==> src/rtl/systolic3x3_seq.sv <==
// systolic3x3_seq: sequencing controller for a 3x3 output-stationary systolic array.
// Latency: START-to-DONE is RUN_CYCLES+12 edges after the START edge with RES_READY tied
//   high (RUN_CYCLES+13 cycles counted inclusively from the START cycle to the DONE cycle).
// Backpressure: the load port is ready only in IDLE; the result port holds index and data
//   while RES_VALID & !RES_READY.
//
// Ports:
//   CLK, RST            clock and synchronous active-high reset
//   LD_VALID/LD_READY   operand write handshake; LD_SEL picks A (0) or B (1),
//                       LD_IDX = row*3+col, LD_DATA = element value
//   START               begin a job (honoured in IDLE only)
//   BUSY, DONE          status; DONE is a one-cycle pulse at job end
//   ARR_CLR, ARR_EN     accumulator clear / enable to the array
//   A0/A3/A6, B0/B1/B2  skewed row / column edge streams into the array
//   C_IN                array results, Ck at C_IN[k*DATA_W +: DATA_W]
//   RES_VALID/RES_READY result handshake; RES_IDX row-major index, RES_DATA value

module systolic3x3_seq #(
  parameter int DATA_W     = 32,
  parameter int RUN_CYCLES = 8
) (
  input  logic                  CLK,
  input  logic                  RST,
  input  logic                  LD_VALID,
  output logic                  LD_READY,
  input  logic                  LD_SEL,
  input  logic [3:0]            LD_IDX,
  input  logic [DATA_W-1:0]     LD_DATA,
  input  logic                  START,
  output logic                  BUSY,
  output logic                  DONE,
  output logic                  ARR_CLR,
  output logic                  ARR_EN,
  output logic [DATA_W-1:0]     A0,
  output logic [DATA_W-1:0]     A3,
  output logic [DATA_W-1:0]     A6,
  output logic [DATA_W-1:0]     B0,
  output logic [DATA_W-1:0]     B1,
  output logic [DATA_W-1:0]     B2,
  input  logic [9*DATA_W-1:0]   C_IN,
  output logic                  RES_VALID,
  input  logic                  RES_READY,
  output logic [3:0]            RES_IDX,
  output logic [DATA_W-1:0]     RES_DATA
);

  // Step counter only needs to cover 0..RUN_CYCLES-1.
  localparam int              STEP_W    = (RUN_CYCLES > 1) ? $clog2(RUN_CYCLES) : 1;
  localparam logic [STEP_W-1:0] LAST_STEP = STEP_W'(RUN_CYCLES - 1);

  typedef enum logic [2:0] {
    S_IDLE,
    S_CLEAR,
    S_FEED,
    S_CAPTURE,
    S_OUTPUT,
    S_FIN
  } state_t;

  state_t state;
  state_t state_nxt;

  logic [STEP_W-1:0] step;
  logic [STEP_W-1:0] step_nxt;
  logic              feed_load;
  logic [31:0]       step_ext;

  logic [DATA_W-1:0] a_buf   [9];
  logic [DATA_W-1:0] b_buf   [9];
  logic [DATA_W-1:0] res_buf [9];

  logic [DATA_W-1:0] row_edge     [3];
  logic [DATA_W-1:0] col_edge     [3];
  logic [DATA_W-1:0] row_edge_nxt [3];
  logic [DATA_W-1:0] col_edge_nxt [3];

  logic [3:0]        res_idx;
  logic [DATA_W-1:0] res_data_mux;
  logic              ld_fire;
  logic              res_fire;
  logic              last_res;

  assign ld_fire  = LD_VALID & LD_READY;
  assign res_fire = RES_VALID & RES_READY;
  assign last_res = (res_idx == 4'd8);

  // --------------------------------------------------------------------------
  // FSM: state register and next-state logic
  // --------------------------------------------------------------------------
  always_ff @(posedge CLK) begin
    if (RST) begin
      state <= S_IDLE;
    end else begin
      state <= state_nxt;
    end
  end

  always_comb begin
    state_nxt = state;
    case (state)
      S_IDLE:    if (START) state_nxt = S_CLEAR;
      S_CLEAR:   state_nxt = S_FEED;
      S_FEED:    if (step == LAST_STEP) state_nxt = S_CAPTURE;
      S_CAPTURE: state_nxt = S_OUTPUT;
      S_OUTPUT:  if (res_fire && last_res) state_nxt = S_FIN;
      S_FIN:     state_nxt = S_IDLE;
      default:   state_nxt = S_IDLE;
    endcase
  end

  // Status and array control are straight decodes of the state register.
  assign LD_READY  = (state == S_IDLE);
  assign BUSY      = (state != S_IDLE);
  assign DONE      = (state == S_FIN);
  assign ARR_CLR   = (state == S_CLEAR);
  assign ARR_EN    = (state == S_FEED);
  assign RES_VALID = (state == S_OUTPUT);

  // --------------------------------------------------------------------------
  // Feed step sequencing. The edge registers are loaded one edge ahead of the
  // FEED cycle they belong to: the CLEAR->FEED edge loads step 0, and each
  // FEED edge loads the following step. The edge that leaves FEED loads zeros,
  // so the edges read 0 during CAPTURE and everywhere else.
  // --------------------------------------------------------------------------
  always_comb begin
    feed_load = 1'b0;
    step_nxt  = '0;
    if (state == S_CLEAR) begin
      feed_load = 1'b1;
    end else if ((state == S_FEED) && (step != LAST_STEP)) begin
      feed_load = 1'b1;
      step_nxt  = step + 1'b1;
    end
  end

  assign step_ext = 32'(step_nxt);

  // Skew: row r sees A[r][t-r] and column c sees B[t-c][c] while the offset
  // falls in 0..2; outside that window the edge carries 0.
  always_comb begin
    for (int r = 0; r < 3; r++) begin
      row_edge_nxt[r] = '0;
      col_edge_nxt[r] = '0;
    end
    if (feed_load) begin
      for (int r = 0; r < 3; r++) begin
        for (int k = 0; k < 3; k++) begin
          if (step_ext == 32'(r + k)) begin
            row_edge_nxt[r] = a_buf[r*3 + k];
            col_edge_nxt[r] = b_buf[k*3 + r];
          end
        end
      end
    end
  end

  always_ff @(posedge CLK) begin
    if (RST) begin
      step <= '0;
      for (int r = 0; r < 3; r++) begin
        row_edge[r] <= '0;
        col_edge[r] <= '0;
      end
    end else begin
      step <= step_nxt;
      for (int r = 0; r < 3; r++) begin
        row_edge[r] <= row_edge_nxt[r];
        col_edge[r] <= col_edge_nxt[r];
      end
    end
  end

  assign A0 = row_edge[0];
  assign A3 = row_edge[1];
  assign A6 = row_edge[2];
  assign B0 = col_edge[0];
  assign B1 = col_edge[1];
  assign B2 = col_edge[2];

  // --------------------------------------------------------------------------
  // Operand buffers. Writes to indices 9..15 complete the handshake but match
  // no entry, so they are dropped. Contents survive across jobs.
  // --------------------------------------------------------------------------
  always_ff @(posedge CLK) begin
    if (RST) begin
      for (int k = 0; k < 9; k++) begin
        a_buf[k] <= '0;
        b_buf[k] <= '0;
      end
    end else if (ld_fire) begin
      for (int k = 0; k < 9; k++) begin
        if (LD_IDX == 4'(k)) begin
          if (LD_SEL) begin
            b_buf[k] <= LD_DATA;
          end else begin
            a_buf[k] <= LD_DATA;
          end
        end
      end
    end
  end

  // --------------------------------------------------------------------------
  // Result capture and streaming. The array's last enabled edge closes the
  // final FEED cycle, so C_IN is settled throughout CAPTURE and is latched on
  // the edge leaving it.
  // --------------------------------------------------------------------------
  always_ff @(posedge CLK) begin
    if (RST) begin
      for (int k = 0; k < 9; k++) begin
        res_buf[k] <= '0;
      end
    end else if (state == S_CAPTURE) begin
      for (int k = 0; k < 9; k++) begin
        res_buf[k] <= C_IN[k*DATA_W +: DATA_W];
      end
    end
  end

  always_ff @(posedge CLK) begin
    if (RST) begin
      res_idx <= '0;
    end else if (state == S_CAPTURE) begin
      res_idx <= '0;
    end else if (res_fire) begin
      // Wrap back to 0 after the last element so idle outputs read 0.
      res_idx <= last_res ? 4'd0 : (res_idx + 4'd1);
    end
  end

  always_comb begin
    res_data_mux = '0;
    if (RES_VALID) begin
      for (int k = 0; k < 9; k++) begin
        if (res_idx == 4'(k)) res_data_mux = res_buf[k];
      end
    end
  end

  assign RES_IDX  = res_idx;
  assign RES_DATA = res_data_mux;

endmodule
==> config.mk <==
export PLATFORM = sky130hd
export DESIGN_NAME = systolic3x3_seq
export DESIGN_NICKNAME = d
export VERILOG_FILES = /design/src/rtl/systolic3x3_seq.sv
export SDC_FILE = /design/constraint.sdc
export NUM_CORES = 1
export LEC_CHECK = 0
export BUFFER_PORTS_ARGS = -buffer_cell sky130_fd_sc_hd__buf_2
export CAP_MARGIN = 20
export CORE_MARGIN = 5
export CORE_UTILIZATION = 25
export DETAILED_ROUTE_END_ITERATION = 7
export SETUP_SLACK_MARGIN = 0.4
export SKIP_CTS_REPAIR_TIMING = 1
export SLEW_MARGIN = 20
export SYNTH_ARGS = -nofsm -noshare
export SYNTH_HDL_FRONTEND = slang
export SYNTH_SLANG_ARGS = --single-unit
export TNS_END_PERCENT = 20
==> constraint.sdc <==
create_clock -name CLK -period 10.5 [get_ports CLK]
set_clock_uncertainty 0.05 [all_clocks]
set_input_delay 1.05 -clock CLK [delete_from_list [all_inputs] [get_ports CLK]]
set_output_delay 1.05 -clock CLK [all_outputs]
set_load 0.05 [all_outputs]
==> impl_summary.md, run 1 <==
Finish
Of the cells placed in the final design, the portion with a size suffix greater than 1 is 23.3%. The finished layout holds 5765 standard cells, fillers aside. The final layout contains 3803 nets. Relative to the synthesized area, the layout overhead comes to 22.1%.

Worst setup path
The family of cells with the greatest summed delay on the critical path is buffers and inverters. The endpoint class of the critical path is an output pin. The reg-to-reg setup timing slack is roughly 6600 ps. Traced cell by cell, the critical path runs through ha_2, clkinv_1, buf_4, nor2_4, a22oi_1, o22ai_1, buf_2. The critical-path maximum fanout is 31. The worst setup path is launched from a flip-flop.

By startpoint and endpoint, the worst setup path is classified as flip-flop to output pin. The slowest stage of the critical path belongs to the cell sky130_fd_sc_hd__nor2_4. The required time of the critical path is 9400 ps. The largest stage delay on the critical path is 860 ps. STA puts the critical path data arrival time at between 4000 and 5000 ps. The critical path contains buffers and inverters numbering 3 combined.

Power and ir drop
The internal power of the cells is 7220 uW. Per report_power, the combinational group accounts for 6.2% of the total. For this design the total switching power over the nets is about 2200 uW. The clock network accounts for a little over two fifths of the total power. Across the VDD grid, the largest voltage drop is around 0.16 mV. The cell leakage power is 0.0184 uW. Net switching is 23.5% of the power. The power density over the cells is 189 mW/mm^2. Sequential cells burn between 50% and 60% of the power.

Yosys
In the post-synthesis netlist, the biggest area contributors are sky130_fd_sc_hd__edfxtp_1 63%, sky130_fd_sc_hd__dfxtp_1 9.9%, sky130_fd_sc_hd__and2_1 5.5%, sky130_fd_sc_hd__o21ai_0 2.8%, sky130_fd_sc_hd__clkbuf_1 1.8%. The distinct cell type count of the synthesized netlist is 44. The sequential area share after synthesis is ~73%. Yosys mapped a number of flops with a built-in enable equal to 864. By count the netlist is led by 864 x sky130_fd_sc_hd__edfxtp_1, 357 x sky130_fd_sc_hd__and2_1, 228 x sky130_fd_sc_hd__o21ai_0, 202 x sky130_fd_sc_hd__dfxtp_1, 201 x sky130_fd_sc_hd__clkbuf_1. The leading cell type by number of instances after synthesis is sky130_fd_sc_hd__edfxtp_1.

The number of nets handed over by synthesis was 3313. The total of warnings raised by yosys is 0. In the synthesized netlist the dominant register cell turns out to be sky130_fd_sc_hd__edfxtp_1.

The synthesized design spends more area on one cell type than any other, namely sky130_fd_sc_hd__edfxtp_1. Synthesis handed over a netlist of around 3.0k instances. The fraction of post-synthesis cell area in the top cell type by area is a little under two thirds. In this run the cell area of the synthesized design comes to 0.0409 mm^2.

The number of storage elements in the synthesis netlist is between 1k and 1.5k. After synthesis, the share of flip-flops with an asynchronous set or reset is 0%. The average cell area after synthesis is about 14 um^2.

STA
Headroom to the max-slew limit came out at 26.3%. In the post-route analysis, the smallest setup slack over all paths is 5370 ps. Counting I/O delays and the setup requirement, the final critical path takes about 5100 ps. The worst slack on hold paths is 452 ps. Setup violations remaining at the end of the flow were counted as 0. The total count of hold-check failures in the final report is 0. After layout, the worst path uses around half of the clock period. In the final timing run, aggregate negative setup slack is 0 ps. The slew at the pin closest to its max-slew limit is between 1000 and 1500 ps. The achievable frequency is 195 MHz. The count of final max-slew check failures came to 0. Setup repair after global routing left no endpoint under its margin.

Drt
Once detail routing completed, the nets flagged for antenna violations numbered 0. The final layout contains routed wiring with a total length of ~140000 um. The total DRC errors in the routed layout is 0. The total via count in the routed design is 26.8k.

In this run, the number of DRC markers left after iteration 0 of detailed routing was slightly above 2k. The via density per instance is roughly 4.6. In the final routed layout, each cell accounts on average for 24.1 um. The first-pass iteration count of the detailed router is 7.

Floorplan
In this run the vertical extent of the chip is 415 um. Row generation in the floorplan step produced 148 rows. The initial core utilization is 25.1%. The number of I/O pins is between 500 and 600. The total area inside the core boundary comes to 0.163 mm^2. The floorplan step set the die width to 415 um. The floorplan step defined a die boundary enclosing roughly 0.17 mm^2.

Global route
The initial antenna violation count is 48. Summed over all layers, the global routing overflow is 0. Entering global routing, the biggest net connects 125 pins. The number of global-route vias before repair was 26.8k.

The wire length of the first global-routing pass is 195000 um. The global router's overall resource usage is 15.5%.

Placed design
Prior to clock tree synthesis, the placed netlist has a worst setup slack of between 5000 and 6000 ps. The number of cells after detailed placement is 5526. In this run the tool buffered the top-level ports with 563 buffer cells. After legalization and detailed placement, the total HPWL measured between 80000 and 90000 um. Routability-driven placement finished with a final weighted congestion of between 0.8 and 0.9.

CTS
TritonCTS built the clock tree. The clock transition at the register clock pins on the worst setup and hold paths after CTS is 60 ps. The TritonCTS sink count is 1066. The H-tree generated during clock tree synthesis spans 3 levels. The buffer levels on the longest clock path is 3. The root buffer cell is sky130_fd_sc_hd__clkbuf_16. The clock latency reported for the late side of the worst-skew pair is 760 ps. The number of clock buffers added by TritonCTS is between 100 and 150.

Worst hold path
The class of the most critical hold timing path is flip-flop to flip-flop.

Run
The tool flagged a number of max-cap violations equal to 0.

Run status
The flow ran to the end, and the final reports show no timing, DRC or antenna violations.
logic make-up after synthesis:
family                     after synthesis  synth area share [%]
AOI/OAI and AO/OA                      703                  11.4
xor gates and xnor gates                 1                0.0214
buffers and inverters                  304                  2.97
adders and majority gates                6                 0.183
DFF                                   1066                  73.3
and+or+nand+nor                        832                  10.6
muxes                                   65                  1.59
cell usage in the layout, fill, tap and decap left out, types with 12 or more instances in the layout:
master and instances:
sky130_fd_sc_hd__edfxtp_1 864, sky130_fd_sc_hd__buf_2 563, sky130_fd_sc_hd__and2_1 356, sky130_fd_sc_hd__o21ai_0 228, sky130_fd_sc_hd__dfxtp_1 201, sky130_fd_sc_hd__nand2_1 197
sky130_fd_sc_hd__nor2_1 138, sky130_fd_sc_hd__clkbuf_16 114, sky130_fd_sc_hd__a21oi_1 104, sky130_fd_sc_hd__inv_1 68, sky130_fd_sc_hd__nor3_1 68, sky130_fd_sc_hd__a211oi_1 66
sky130_fd_sc_hd__mux2i_1 65, sky130_fd_sc_hd__o311a_1 64, sky130_fd_sc_hd__a32oi_1 64, sky130_fd_sc_hd__buf_4 46, sky130_fd_sc_hd__nand3b_1 33, sky130_fd_sc_hd__a31oi_1 33
sky130_fd_sc_hd__a2bb2oi_1 31, sky130_fd_sc_hd__o211ai_1 31, sky130_fd_sc_hd__a22oi_1 31, sky130_fd_sc_hd__o22ai_1 31, sky130_fd_sc_hd__clkbuf_1 26, sky130_fd_sc_hd__diode_2 23
sky130_fd_sc_hd__clkinv_2 21, sky130_fd_sc_hd__clkinv_1 16, sky130_fd_sc_hd__clkbuf_8 12
per-layer routing:
layer	part of all wire, %	vias up	GRT usage, %
met4	5.2	24	8.68
met5	0.11	-	0
li1	-	12072	-
met1	36	13299	17.2
met3	5.7	291	2.79
met2	53	1091	27.9
worst paths after layout:
path                from         endpoint  cells after the start
min reg2reg  b_buf[1][4]  col_edge[0][68]                      1
max           RES_IDX[0]     RES_DATA[25]                      7
max reg2reg      step[0]  col_edge[0][34]                      7
min          b_buf[1][4]  col_edge[0][68]                      1
sequential cells by signal, summed over array words and instances (netlist names):
register	count
RES_IDX	4
a_buf	288
b_buf	288
col_edge	96
res_buf	288
row_edge	96
state	3
step	3
per-stage QoR:
step | utilization (%) | instance area, um^2 | total power [uW]
after floorplan | - | 40900 | 5220
after global placement | 28.3 | 46100 | 5490
final | 30.7 | 50000 | 9440
after detailed placement | 28.3 | 46100 | 5500
after CTS | 30.7 | 49900 | 9550
after global routing | 30.7 | 50000 | 9750
power groups by stage:
stage | Clock [uW] | Combinational (uW) | Sequential (uW)
2_1_floorplan | 0 | 255 | 4970
3_3_place_gp | 0 | 589 | 4900
3_5_place_dp | 0 | 595 | 4910
4_1_cts | 4140 | 596 | 4820
5_1_grt | 4310 | 619 | 4830
6_report | 4040 | 582 | 4820
worst reg2reg max path: cells and delay by family (launching register included):
family                   cells  cell delay (ps)
buffers and inverters        2             1380
AND/OR/NAND/NOR              3             1350
flip-flops                   1              520
adder cells (fa/ha/maj)      2              520
cell type report:
class                   count  area [um^2]
inverters                  69          259
flip-flops and latches   1066        30000
fillers                 16260       113000
multi-input cells        1607        10000
clock buffers             152         3120
repair buffers            610         3180
clock inverters            63          653
well taps                2175         2720
diodes                     23         57.6
Power figures use the tool's default switching activity.
==> run 2, diff against run 1 <==
==> constraint.sdc (replaced) <==
create_clock -name CLK -period 5 [get_ports CLK]
set_clock_uncertainty 0.05 [all_clocks]
set_input_delay 0.5 -clock CLK [delete_from_list [all_inputs] [get_ports CLK]]
set_output_delay 0.5 -clock CLK [all_outputs]
set_load 0.05 [all_outputs]
==> run 2 against run 1 <==
Net effect: sequential cell count is the same; sequential power grew 110%; largest power group unchanged; sequential share of layout area shrank 2.1 points; hold slack lost 420 ps; global-route usage is essentially flat; core utilization grew 1.1 points; non-clock buffer count grew 172; clock power grew 110%; final cell count grew 3.1%; final area grew 3.6%; largest cell class unchanged.
==> impl_summary.md, run 2 (synthesis results as in run 1) <==
Drt
The first-pass iteration count of the detailed router is 5 (-2). The overall routed net length came to 140000 um (+0.59%). The remaining number of nets flagged by the antenna check after routing is 0 (unchanged). The total DRC errors in the routed layout came to 0 (unchanged). The via density per instance came to 4.63 (-0.42%).

The total via count in the routed design is 27.5k (+2.7%). The routed wire length per instance was 23.5 um (-2.5%). The count of routing violations after the opening detailed-route iteration is 2560 (+23%).

STA
The slew at the pin closest to its max-slew limit is 1110 ps (+8.14 ps). The count of final max-slew check failures is 0 (unchanged). The relative slew slack is 25.8% (-0.54 points). The final critical path takes up 86.6% of the cycle.

The total of endpoints with negative setup slack in the final report is 0 (unchanged). Derived from the worst setup path, the maximum achievable clock frequency is about 230 MHz. The sum of negative setup slack is 0 ps (unchanged). The clock period could shrink to 4330 ps.

Setup repair after global routing left no endpoint under its margin. The worst slack on hold paths is 30.8 ps (-421 ps). The total count of hold-check failures in the final report is 0 (unchanged).

Placed design
The weighted congestion reported at the end of routability-driven placement was 0.867 (-0.59%). The number of buffers inserted by port buffering is 563 (unchanged). The post-place instance area is 0.0463 mm^2 (+0.38%).

The number of cells after detailed placement was 5543 (+0.31%). The placed wire-length estimate after detailed placement was 91500 um (+2.2%).

Finish
The total number of nets in the final design is 3976 (+4.5%). The post-route non-filler standard cell count is 5946 (+3.1%). In the layout the commonest cells are 864 x sky130_fd_sc_hd__edfxtp_1, 563 x sky130_fd_sc_hd__buf_2, 356 x sky130_fd_sc_hd__and2_1. The relative area change from synthesis to final layout is 26.5%.

In the final layout, the registers with the most flip-flops are a_buf: 288 flops, b_buf: 288 flops, res_buf: 288 flops. The library cell used most frequently in the layout, excluding fill and tap cells, is sky130_fd_sc_hd__edfxtp_1. The share of final-layout standard cells stronger than drive strength 1 is 22.8% (-0.55 points). The final cell area excluding filler cells is 0.0518 mm^2 (+3.6%).

Floorplan
The initial core utilization is 25.1% (unchanged). The chip width is 415 um (unchanged). The die boundary height was 415 um (unchanged).

The core area is 0.163 mm^2 (unchanged). The number of I/O pins is 564 (unchanged). The area of the die is 0.172 mm^2 (unchanged). The placement row count is 148 (unchanged).

Power and ir drop
The total power draw is 20000 uW (+110%). The power density over the cells was 386 mW/mm^2 (+100%). The cell leakage power is 0.0192 uW (+4.0%). The maximum vdd ir drop is 0.270 mV (+65%).

Global route
The global-route congestion overflow total is 0 (unchanged). The global router's overall resource usage is 15.5% (-0.026 points). The wire length of the first global-routing pass is 195000 um (+0.13%). The initial antenna violation count is 47 (-2.1%).

The number of global-route vias before repair is 26.5k (-1.0%). The pin count of the biggest net entering global routing is 142 (+14%).

Worst setup path
The type of the worst setup path is flip-flop to output pin. The endpoint class of the critical path is an output pin. The critical-path maximum fanout is 38 (+23%). The nature of the critical path startpoint is a flip-flop. The data arrival time at the worst-slack endpoint is 3780 ps (-250 ps). The required time of the critical path is 4450 ps (-4950 ps). Traced cell by cell, the critical path runs through inv_1, ha_2, buf_4, nand2_1, o211ai_1, a31oi_1, o22ai_1, buf_2.

The worst-path cell with the longest stage delay is sky130_fd_sc_hd__ha_2. The number of cells on the worst reg-to-reg path came to 6 (-1). The largest stage delay on the critical path is 610 ps (-250 ps).

CTS
TritonCTS built the clock tree. The H-tree depth reported by CTS came to 3 (unchanged). The number of buffers created by CTS was 114 (+0.88%). The clock transition at the register clock pins on the worst setup and hold paths after CTS is 60 ps (about the same). The TritonCTS sink count came to 1066 (unchanged).

The buffer levels on the longest clock path is 3 (unchanged). The root buffer cell is sky130_fd_sc_hd__clkbuf_16. The clock latency reported for the late side of the worst-skew pair is 730 ps (-30 ps).

Worst hold path
The class of the most critical hold timing path is primary input to flip-flop. The depth of the worst hold-timing path is 2 (+1).

Run status
The flow ran to the end, and the final reports show no timing, DRC or antenna violations.

Run
The count of max-cap constraint violations came to 0 (unchanged).
-- run 2: changes by cell type in the layout (fill, tap and decap cells not counted), moves of 3 or more --
cell                            change
sky130_fd_sc_hd__clkbuf_1           -7
sky130_fd_sc_hd__inv_16             -3
sky130_fd_sc_hd__clkinv_16          +3
sky130_fd_sc_hd__clkinvlp_4         +7
sky130_fd_sc_hd__dlygate4sd3_1    +155
sky130_fd_sc_hd__clkinv_1           +5
sky130_fd_sc_hd__diode_2            +7
sky130_fd_sc_hd__clkbuf_8           -7
sky130_fd_sc_hd__buf_4             +11
sky130_fd_sc_hd__buf_12             +6
-- run 2: area by class of cell --
cell class | count | area [um^2]
well taps | 2175 | 2720
diodes | 30 | 75.1
fillers | 16090 | 111000
clock buffers | 139 | 3020
repair buffers | 782 | 4940
clock inverters | 78 | 798
flip-flops and latches | 1066 | 30000
inverters | 69 | 259
multi-input cells | 1607 | 9980
-- run 2: power by group --
part	total, uW	internal, uW	switching, uW
sequential	10100	9970	148
combinational	1300	402	900
clock	8580	4890	3690
total	20000	15300	4740
-- run 2: worst paths after layout --
check	startpoint	end	slack [ps]
worst max-delay path	RES_IDX[0]	RES_DATA[28]	670
worst min-delay path	C_IN[74]	res_buf[0][74]	30
worst max register to register	step[0]	row_edge[0][47]	1320
worst min register to register	b_buf[1][23]	col_edge[0][87]	420
-- run 2: per-stage QoR --
stage	utilization [%]	worst slack, ps
after global placement	28.5	1280
after detailed placement	28.5	1250
after global routing	31.8	486
after CTS	30.8	488
final	31.8	670
after floorplan	-	409
-- run 2: worst max-delay path: cells and delay by family, from the launching register on --
kind / cells / cell delay, ps
flops: 1 / 400
fa+ha+maj: 1 / 610
simple gates: 1 / 110
compound gates: 3 / 880
buf+inv: 3 / 1050
-- run 2: metal layers --
layer / track usage, % / vias to the layer above / part of all wire (%)
met5: 0 / - / 0.0079
met4: 7.43 / 2 / 5.4
met3: 2.87 / 318 / 6.2
met2: 27.4 / 1148 / 51
met1: 18.0 / 13626 / 37
li1: - / 12407 / -
